[config.mk]
export PLATFORM = sky130hd
export DESIGN_NAME = dma_reg_slave
export DESIGN_NICKNAME = d
export VERILOG_FILES = /design/src/rtl/dma_reg_pkg.sv /design/src/rtl/dma_xfer_engine.sv /design/src/rtl/dma_reg_slave.sv
export SDC_FILE = /design/constraint.sdc
export NUM_CORES = 1
export LEC_CHECK = 0
export CAP_MARGIN = 20
export CORE_ASPECT_RATIO = 1.5
export CORE_UTILIZATION = 35
export DETAILED_ROUTE_END_ITERATION = 8
export GPL_TIMING_DRIVEN = 0
export PLACE_DENSITY = 0.56
export SYNTH_ARGS = -nofsm -noshare
export SYNTH_HDL_FRONTEND = slang
export SYNTH_SLANG_ARGS = --single-unit
export TNS_END_PERCENT = 1
[constraint.sdc]
create_clock -name clk -period 5.27 [get_ports clk]
set_clock_uncertainty 0.15 [all_clocks]
set_input_delay 1.054 -clock clk [delete_from_list [all_inputs] [get_ports clk]]
set_output_delay 1.054 -clock clk [all_outputs]
set_load 0.03 [all_outputs]
[src/rtl/dma_reg_pkg.sv]
// Shared definitions for the DMA register slave: register offsets, field positions,
// engine state encoding and the STATUS register layout.
package dma_reg_pkg;

  localparam logic [31:0] OFS_CTRL       = 32'h00;
  localparam logic [31:0] OFS_SRC_ADDR   = 32'h04;
  localparam logic [31:0] OFS_DST_ADDR   = 32'h08;
  localparam logic [31:0] OFS_TRANS_SIZE = 32'h0C;
  localparam logic [31:0] OFS_STATUS     = 32'h10;

  localparam int CTRL_START_BIT   = 0;
  localparam int CTRL_INTR_EN_BIT = 1;
  localparam int CTRL_ABORT_BIT   = 2;

  localparam int STATUS_BUSY_BIT = 0;
  localparam int STATUS_DONE_BIT = 1;
  localparam int STATUS_ERR_BIT  = 2;

  typedef enum logic {
    IDLE = 1'b0,
    BUSY = 1'b1
  } xfer_state_e;

  typedef enum logic [2:0] {
    SEL_NONE,
    SEL_CTRL,
    SEL_SRC,
    SEL_DST,
    SEL_SIZE,
    SEL_STATUS
  } reg_sel_e;

  typedef struct packed {
    logic [15:0] remaining;
    logic [12:0] rsvd;
    logic        err;
    logic        done;
    logic        busy;
  } status_t;

endpackage

[src/rtl/dma_xfer_engine.sv]
// Transfer engine: counts one word per cycle from the programmed size down to zero.
// Accepts start/abort every cycle with no backpressure; done/err pulses are strobes for the edge they occur on.
module dma_xfer_engine
  import dma_reg_pkg::*;
(
  input  logic        clk,
  input  logic        rst,
  input  logic        start,
  input  logic        abort,
  input  logic [15:0] size,
  output logic        busy,
  output logic [15:0] remaining,
  output logic        done_pulse,
  output logic        err_pulse
);

  xfer_state_e state_q, state_d;
  logic [15:0] rem_q, rem_d;

  always_comb begin
    state_d    = state_q;
    rem_d      = rem_q;
    done_pulse = 1'b0;
    err_pulse  = 1'b0;
    case (state_q)
      IDLE: begin
        // abort in the same write as start cancels the start; abort alone is a no-op when idle
        if (start && !abort) begin
          if (size == 16'd0) begin
            err_pulse = 1'b1;
          end else begin
            state_d = BUSY;
            rem_d   = size;
          end
        end
      end
      BUSY: begin
        if (abort) begin
          state_d   = IDLE;
          err_pulse = 1'b1;
        end else if (rem_q <= 16'd1) begin
          state_d    = IDLE;
          rem_d      = 16'd0;
          done_pulse = 1'b1;
        end else begin
          rem_d = rem_q - 16'd1;
        end
      end
      default: state_d = IDLE;
    endcase
  end

  always_ff @(posedge clk or posedge rst) begin
    if (rst) begin
      state_q <= IDLE;
      rem_q   <= 16'd0;
    end else begin
      state_q <= state_d;
      rem_q   <= rem_d;
    end
  end

  assign busy      = (state_q == BUSY);
  assign remaining = rem_q;

endmodule

[src/rtl/dma_reg_slave.sv]
// DMA register-bus target: decode, register bank, W1C status and the transfer engine.
// Writes take effect at the capturing edge, reads return one cycle later; the bus never stalls.
module dma_reg_slave
  import dma_reg_pkg::*;
#(
  parameter int                ADDR_W    = 32,
  parameter int                DATA_W    = 32,
  parameter logic [ADDR_W-1:0] BASE_ADDR = 32'h0000_0400
) (
  input  logic              clk,
  input  logic              rst_n,
  input  logic              wr_en,
  input  logic              rd_en,
  input  logic [ADDR_W-1:0] addr,
  input  logic [DATA_W-1:0] wdata,
  output logic [DATA_W-1:0] rdata,
  output logic              busy,
  output logic              irq
);

  logic [ADDR_W-1:0] offs;
  reg_sel_e          sel;

  logic              intr_en_q, intr_en_d;
  logic [DATA_W-1:0] src_q, src_d;
  logic [DATA_W-1:0] dst_q, dst_d;
  logic [15:0]       size_q, size_d;
  logic              done_q, done_d;
  logic              err_q, err_d;
  logic [DATA_W-1:0] rdata_q, rdata_d;

  logic              eng_busy;
  logic [15:0]       eng_rem;
  logic              eng_done;
  logic              eng_err;

  logic              wr_ctrl;
  logic              start_req;
  logic              abort_req;
  logic              start_ok;
  logic [2:0]        ctrl_rd;
  status_t           status;
  logic [DATA_W-1:0] rd_val;

  // Misaligned addresses never equal an aligned offset, so they fall through to SEL_NONE.
  assign offs = addr - BASE_ADDR;

  always_comb begin
    sel = SEL_NONE;
    if      (offs == ADDR_W'(OFS_CTRL))       sel = SEL_CTRL;
    else if (offs == ADDR_W'(OFS_SRC_ADDR))   sel = SEL_SRC;
    else if (offs == ADDR_W'(OFS_DST_ADDR))   sel = SEL_DST;
    else if (offs == ADDR_W'(OFS_TRANS_SIZE)) sel = SEL_SIZE;
    else if (offs == ADDR_W'(OFS_STATUS))     sel = SEL_STATUS;
  end

  assign wr_ctrl   = wr_en && (sel == SEL_CTRL);
  assign start_req = wr_ctrl && wdata[CTRL_START_BIT];
  assign abort_req = wr_ctrl && wdata[CTRL_ABORT_BIT];
  assign start_ok  = start_req && !abort_req && !eng_busy && (size_q != 16'd0);

  dma_xfer_engine u_engine (
    .clk        (clk),
    .rst        (rst_n),
    .start      (start_req),
    .abort      (abort_req),
    .size       (size_q),
    .busy       (eng_busy),
    .remaining  (eng_rem),
    .done_pulse (eng_done),
    .err_pulse  (eng_err)
  );

  always_comb begin
    ctrl_rd                   = 3'b000;
    ctrl_rd[CTRL_INTR_EN_BIT] = intr_en_q;

    status           = '0;
    status.busy      = eng_busy;
    status.done      = done_q;
    status.err       = err_q;
    status.remaining = eng_rem;

    case (sel)
      SEL_CTRL:   rd_val = DATA_W'(ctrl_rd);
      SEL_SRC:    rd_val = src_q;
      SEL_DST:    rd_val = dst_q;
      SEL_SIZE:   rd_val = DATA_W'(size_q);
      SEL_STATUS: rd_val = DATA_W'(status);
      default:    rd_val = '0;
    endcase
  end

  always_comb begin
    intr_en_d = intr_en_q;
    src_d     = src_q;
    dst_d     = dst_q;
    size_d    = size_q;
    done_d    = done_q;
    err_d     = err_q;

    if (wr_ctrl) intr_en_d = wdata[CTRL_INTR_EN_BIT];

    // Transfer parameters are locked while the engine is running.
    if (wr_en && !eng_busy) begin
      if (sel == SEL_SRC)  src_d  = wdata;
      if (sel == SEL_DST)  dst_d  = wdata;
      if (sel == SEL_SIZE) size_d = wdata[15:0];
    end

    if (wr_en && (sel == SEL_STATUS)) begin
      if (wdata[STATUS_DONE_BIT]) done_d = 1'b0;
      if (wdata[STATUS_ERR_BIT])  err_d  = 1'b0;
    end

    if (start_ok) done_d = 1'b0;

    // Hardware events are applied last so they win over a same-cycle W1C.
    if (eng_done) done_d = 1'b1;
    if (eng_err)  err_d  = 1'b1;

    rdata_d = rd_en ? rd_val : rdata_q;
  end

  always_ff @(posedge clk or posedge rst_n) begin
    if (rst_n) begin
      intr_en_q <= 1'b0;
      src_q     <= '0;
      dst_q     <= '0;
      size_q    <= 16'd0;
      done_q    <= 1'b0;
      err_q     <= 1'b0;
      rdata_q   <= '0;
    end else begin
      intr_en_q <= intr_en_d;
      src_q     <= src_d;
      dst_q     <= dst_d;
      size_q    <= size_d;
      done_q    <= done_d;
      err_q     <= err_d;
      rdata_q   <= rdata_d;
    end
  end

  assign rdata = rdata_q;
  assign busy  = eng_busy;
  assign irq   = intr_en_q & done_q;

endmodule

# Word-level counts from Yosys, hierarchy flattened
# Index checks and enable logic that the tools add are counted.
[word_totals]
out_inout_bits = 34
regBits = 132
input_bits = 68
elab_cells = 79
[op_classes]
reduce_logical = 23
bitwise = 2
n_eq_ne = 12
muxes = 30
magnitude_cmp = 1
n_addsub = 2
[op_table]
columns = ["op", "count"]
rows = [
  ["$pmux 32 s5", 1],
  ["$eq 32x4->1 const B", 2],
  ["$mux 16", 4],
  ["$eq 32x3->1 const B", 1],
  ["$eq 32x5->1 const B", 1],
  ["$logic_not 32->1", 1],
  ["$pmux 16 s2", 1],
  ["$sub 32x11->32 const B", 1],
  ["$mux 1", 17],
  ["$le 16x1->1 const B", 1],
  ["$logic_not 16->1", 1],
  ["$reduce_bool 16->1", 1],
  ["$sub 16x1->16 const B", 1],
  ["$mux 3", 5],
  ["$reduce_and 2->1", 5],
  ["$logic_and 1x1->1", 8],
  ["$eq 3x2->1 const B", 2],
  ["$eq 3x3->1 const B", 2],
  ["$ne 2x2->1 const B", 3],
  ["$reduce_bool 3->1", 2],
  ["$pmux 1 s2", 2],
  ["$reduce_bool 2->1", 2],
  ["$eq 3x1->1 const B", 1],
  ["$reduce_and 3->1", 1],
  ["3 further kinds", 4],
]

# Depth between registers and ports, before layout
[depth]
depth_word = 16
depth_mapped = 10
ltp_nobuf = 7

# Modules after synthesis
# A second synthesis with hierarchy kept.
[hier_totals]
hier_cells = 506
hier_area_um2 = 6289.8
[by_module_without_submodules]
columns = ["mod", "area_each_um2", "cells_per_inst", "seq_area_each_um2", "instances"]
rows = [
  ["dma_reg_slave", 5063.6, 361, 2877.8, 1],
  ["dma_xfer_engine", 1226.2, 145, 425.4, 1],
]

# Worst setup path before layout
# No wires, ideal clock.
[synth_path]
path_type = "in2reg"
startpoint = "in addr[7]"
endpoint = "reg size_q[2]"
path_buffers = 3
slack_ps = 2184
arrival_ps = 2809
required_ps = 4992
setup_time_ps = 128
cell_stages = 9
path_cell_list = "nor4b_2 > nand4_4 > nor2_2 > and3_1 > buf_2 > and3_1 > buf_4 > buf_4 > mux2_1"
[synth_between]
elab_chain_cells = 9
word_cells_on_any_way = 13
classes_between = "1 x add/sub; 5 x eq/ne; 5 x mux; 2 x reduce/logical"
[synth_rtl]
columns = ["item", "line", "text"]
rows = [
  ["from (decl)", "dma_reg_slave.sv:14", "input logic [ADDR_W-1:0] addr,"],
  ["$sub 32x11->32 *", "dma_reg_slave.sv:46", "assign offs = addr - BASE_ADDR;"],
  ["$eq 32x5->1", "dma_reg_slave.sv:54", "else if (offs == ADDR_W'(OFS_STATUS)) sel = SEL_STATUS;"],
  ["$mux 3", "dma_reg_slave.sv:54", ""],
  ["$mux 3", "dma_reg_slave.sv:53", "else if (offs == ADDR_W'(OFS_TRANS_SIZE)) sel = SEL_SIZE;"],
  ["$mux 3", "dma_reg_slave.sv:52", "else if (offs == ADDR_W'(OFS_DST_ADDR)) sel = SEL_DST;"],
  ["$mux 3", "dma_reg_slave.sv:51", "else if (offs == ADDR_W'(OFS_SRC_ADDR)) sel = SEL_SRC;"],
  ["$mux 3 *", "dma_reg_slave.sv:50", "if (offs == ADDR_W'(OFS_CTRL)) sel = SEL_CTRL;"],
  ["$eq 3x3->1 *", "dma_reg_slave.sv:108", "if (sel == SEL_SIZE) size_d = wdata[15:0];"],
  ["$reduce_and 2->1 (no line) *", "--", ""],
  ["to (signal assigned)", "dma_reg_slave.sv:138", "size_q <= size_d;"],
  ["to (decl)", "dma_reg_slave.sv:27", "logic [15:0] size_q, size_d;"],
]
# Mark *: on every way between the ends. The rest lies on a longest branch, timed or not.
# A chain may end at the register's enable or synchronous reset.

# Worst setup path after layout
[layout_path]
startpoint = "in addr[10]"
endpoint = "reg err_q"
[layout_between]
elab_chain_cells = 16
word_cells_on_any_way = 26
classes_between = "1 x add/sub; 6 x eq/ne; 9 x mux; 10 x reduce/logical"
[layout_rtl]
columns = ["item", "line", "text"]
rows = [
  ["$sub 32x11->32 *", "dma_reg_slave.sv:46", ""],
  ["$eq 32x5->1", "dma_reg_slave.sv:54", ""],
  ["$mux 3", "dma_reg_slave.sv:54", ""],
  ["$mux 3", "dma_reg_slave.sv:53", ""],
  ["$mux 3", "dma_reg_slave.sv:52", ""],
  ["$mux 3", "dma_reg_slave.sv:51", ""],
  ["$mux 3 *", "dma_reg_slave.sv:50", ""],
  ["$eq 3x1->1", "dma_reg_slave.sv:57", "assign wr_ctrl = wr_en && (sel == SEL_CTRL);"],
  ["$logic_and 1x1->1", "dma_reg_slave.sv:57", ""],
  ["$logic_and 1x1->1", "dma_reg_slave.sv:59", "assign abort_req = wr_ctrl && wdata[CTRL_ABORT_BIT];"],
  ["$logic_not 1->1", "dma_xfer_engine.sv:28", "if (start && !abort) begin"],
  ["$logic_and 1x1->1", "dma_xfer_engine.sv:28", ""],
  ["$mux 1", "dma_xfer_engine.sv:28", ""],
  ["$pmux 1 s2", "dma_xfer_engine.sv:25", "case (state_q)"],
  ["$reduce_bool 2->1 (no line)", "--", ""],
  ["$reduce_and 2->1 (no line)", "--", ""],
  ["to (signal assigned)", "dma_reg_slave.sv:140", "err_q <= err_d;"],
  ["to (decl)", "dma_reg_slave.sv:29", "logic err_q, err_d;"],
]
# Marked as above.

==> flow_metrics.env <==
export IMPL_critPathSlowestCell="nor2_1"
export IMPL_path_max_fanout=10
export IMPL_antennaDiodeCount=0
export IMPL_io_buffers=97
export IMPL_powerDensity_nw_per_um2=288
export IMPL_hold_buffers=0
export IMPL_ios=102
export IMPL_grtUsageTotal_pct=21.1
export IMPL_design_area_sq_um=8210
export IMPL_root_buffer="clkbuf_16"
export IMPL_synthFlopType="dfrtp_1"
export IMPL_final_hold_viol_count=0
export IMPL_syn_area_per_cell_sq_um=11.7
export IMPL_ys_ff_latch=132
export IMPL_start_util_pct=36.1
export IMPL_grt_max_degree=84
export IMPL_grt_pass1_wl_um=29900
export IMPL_synth_cell_types=61
export IMPL_worst_path_buf_inv=2
export IMPL_violations="DRC"
export IMPL_synth_edf_count=0
export IMPL_synth_most_common_cell="dfrtp_1"
export IMPL_synth_area_leader_cell="dfrtp_1"
export IMPL_dieArea_sq_um=18600
export IMPL_power_total_mw=2.36
export IMPL_cts_max_level=4
export IMPL_routabilityCongestion=0.873
export IMPL_vias=4997
export IMPL_num_fill_cells=1590
export IMPL_slew_viol_final=0
export IMPL_drive_gt1_share_pct=10.5
export IMPL_area_growth_pct=30.0
export IMPL_dieHeight_um=167
export IMPL_clk_latency_ns=0.42
export IMPL_leakagePower_nw=3.64
export IMPL_cp_startpoint="addr[10]"
export IMPL_viasPerCell=5.67
export IMPL_antenna_found_initial=0
export IMPL_r2r_slack_ns=2.54
export IMPL_dp_cells=850
export IMPL_postCtsSetupBuffers=0
export IMPL_grt_ovfl_total=0
export IMPL_post_dp_hpwl_um=13900
export IMPL_slowest_delay_ns=0.90
export IMPL_layout_cells_non_filler=882
export IMPL_required_ns=5.42
export IMPL_grt_pass1_vias=5347
export IMPL_synth_common_cells="dfrtp_1, mux2_1, inv_1"
export IMPL_clk_pin_slew_ns=0.06
export IMPL_cts_tree="done"
export IMPL_reg2reg_depth=7
export IMPL_cts_buffers=17
export IMPL_path_cells="clkdlybuf4s50_1 -> nor4b_2 -> nand4_4 -> nor2_1 -> clkbuf_1 -> nand3_1 -> o21ai_0 -> o21ai_0"
export IMPL_drv_cap=0
export IMPL_critPathLaunchType="primary input"
export IMPL_maxSlewHeadroom_pct=27.3
export IMPL_min_period_over_period_pct=77.2
export IMPL_drc_errors=7
export IMPL_placed_area_sq_um=7590
export IMPL_fin_crit_ns=4.07
export IMPL_syn_inst=539
export IMPL_clock_sinks=132
export IMPL_synth_area_sq_um=6320
export IMPL_clockBufferDepth=2
export IMPL_setup_viol=0
export IMPL_synth_top_area_share_pct=52.3
export IMPL_routedWlPerCell_um=21.4
export IMPL_core_area_sq_um=17500
export IMPL_synth_warning_count=0
export IMPL_path_delay_family="simple AND/OR/NAND/NOR gates"
export IMPL_irDropWorstVdd_mv=0.191
export IMPL_r2r_end="u_engine.remaining[0]"
export IMPL_synth_top_cells_by_area="dfrtp_1, mux2_1, a222oi_1, o22ai_1, inv_1"
export IMPL_critPathCapture="err_q"
export IMPL_ctsResizeCount=0
export IMPL_seq_area_frac_synth_pct=52.3
export IMPL_whs_ns=0.337
export IMPL_crit_top_cell="o21ai_0"
export IMPL_postSynth_asyncResetShare_pct=100
export IMPL_dr_pass1_iters=7
export IMPL_synth_fp_nets=609
export IMPL_worst_pin_slew_ns=1.09
export IMPL_drt_iter0_drc=307
export IMPL_core_rowCount=59
export IMPL_path_class="primary input to flop"
export IMPL_hp_class="flop to flop"
export IMPL_path_depth=8
export IMPL_rsz0062_at_grt="false"
export IMPL_critPathCaptureType="flop"
export IMPL_fmax_mhz=246
export IMPL_worstPathArrival_ns=4.21
export IMPL_drt_total_wl_um=18800
export IMPL_fp_dieW_um=112
export IMPL_antenna_left=0
export IMPL_r2r_start="size_q[7]"
export IMPL_fin_nets=726
export IMPL_status="finished, violations left"
power breakdown:
group / internal [mW] / switching, mW / leakage (nW)
Combinational: 0.0506 / 0.0510 / 1.52
Sequential: 1.01 / 0.00000857 / 1.81
Clock: 0.802 / 0.444 / 0.303
layout by cell type, fill, tap and decap left out, drive strengths merged, types with 9 or more instances in the layout:
cell type | synthesis | layout
clkdlybuf4s50 | 0 | 97
a21oi | 16 | 16
o31ai | 12 | 12
nand2 | 11 | 11
o22ai | 35 | 35
a32oi | 9 | 9
inv | 38 | 39
dfrtp | 132 | 132
clkbuf | 21 | 40
o21ai | 23 | 23
a222oi | 26 | 26
nor4 | 10 | 10
buf | 17 | 18
nor2 | 23 | 23
nor3 | 15 | 15
mux2 | 83 | 83
state kept, by name (all words and copies together) (netlist names):
signal / flops
u_engine.remaining: 16
size_q: 16
rdata: 32
err_q: 1
u_engine.busy: 1
dst_q: 32
done_q: 1
src_q: 32
intr_en_q: 1
cell type report:
type / count / area (sq um) / share of cell area [%]
Clock inverter: 13 / 181 / 2.21
Buffer: 38 / 201 / 2.45
Multi-Input combinational cell: 330 / 2670 / 32.5
Sequential cell: 132 / 3300 / 40.2
Timing Repair Buffer: 98 / 998 / 12.2
Inverter: 39 / 151 / 1.84
Clock buffer: 19 / 443 / 5.39
Tap cell: 213 / 267 / 3.25
worst reg2reg max path, delay by kind of cell, from the launching register on:
kind,cells,cell delay (ns)
AND/OR/NAND/NOR,3,0.85
AO/OA/AOI/OAI,3,0.74
buffers and inverters,1,0.46
flip-flops,1,0.46
logic make-up (layout without fill, tap and decap cells):
logic type,Yosys count,after routing,share of synthesized area [%]
AND/OR/NAND/NOR,103,103,10.7
AO/OA/AOI/OAI,139,139,15.8
XOR/XNOR,1,1,0.139
multiplexers,85,85,15.1
flip-flops,132,132,52.3
adder cells (fa/ha/maj),2,2,0.396
buffers and inverters,77,207,5.51
stage by stage:
stage | setup slack, ns | TNS [ns] | utilization, %
after floorplan | 0.540 | 0 | -
after global placement | -1.24 | -161.61 | 43.2
after detailed placement | 0.738 | 0 | 43.4
after CTS | 1.21 | 0 | 46.9
after global routing | 1.07 | 0 | 46.9
final | 1.20 | 0 | 46.9
worst min-delay path by stage:
stage                     startpoint   endpoint  slack [ns]  depth (start not counted)
after floorplan             dst_q[0]   dst_q[0]        0.30                          1
after global placement     dst_q[10]  dst_q[10]        0.32                          1
after detailed placement    dst_q[0]   dst_q[0]        0.33                          1
after CTS                   dst_q[0]   dst_q[0]        0.34                          1
after global routing       dst_q[23]  dst_q[23]        0.35                          1
final                      dst_q[23]  dst_q[23]        0.34                          1
routing by layer:
metal  track usage (%)  wire length, um  up-vias
met2              38.4            10300      127
li1                  -                -     2292
met5                 0                0        -
met4              8.70              363        0
met3              4.37              739       28
met1              23.8             7490     2550
Note: power is estimated with default switching activity, not from simulation.
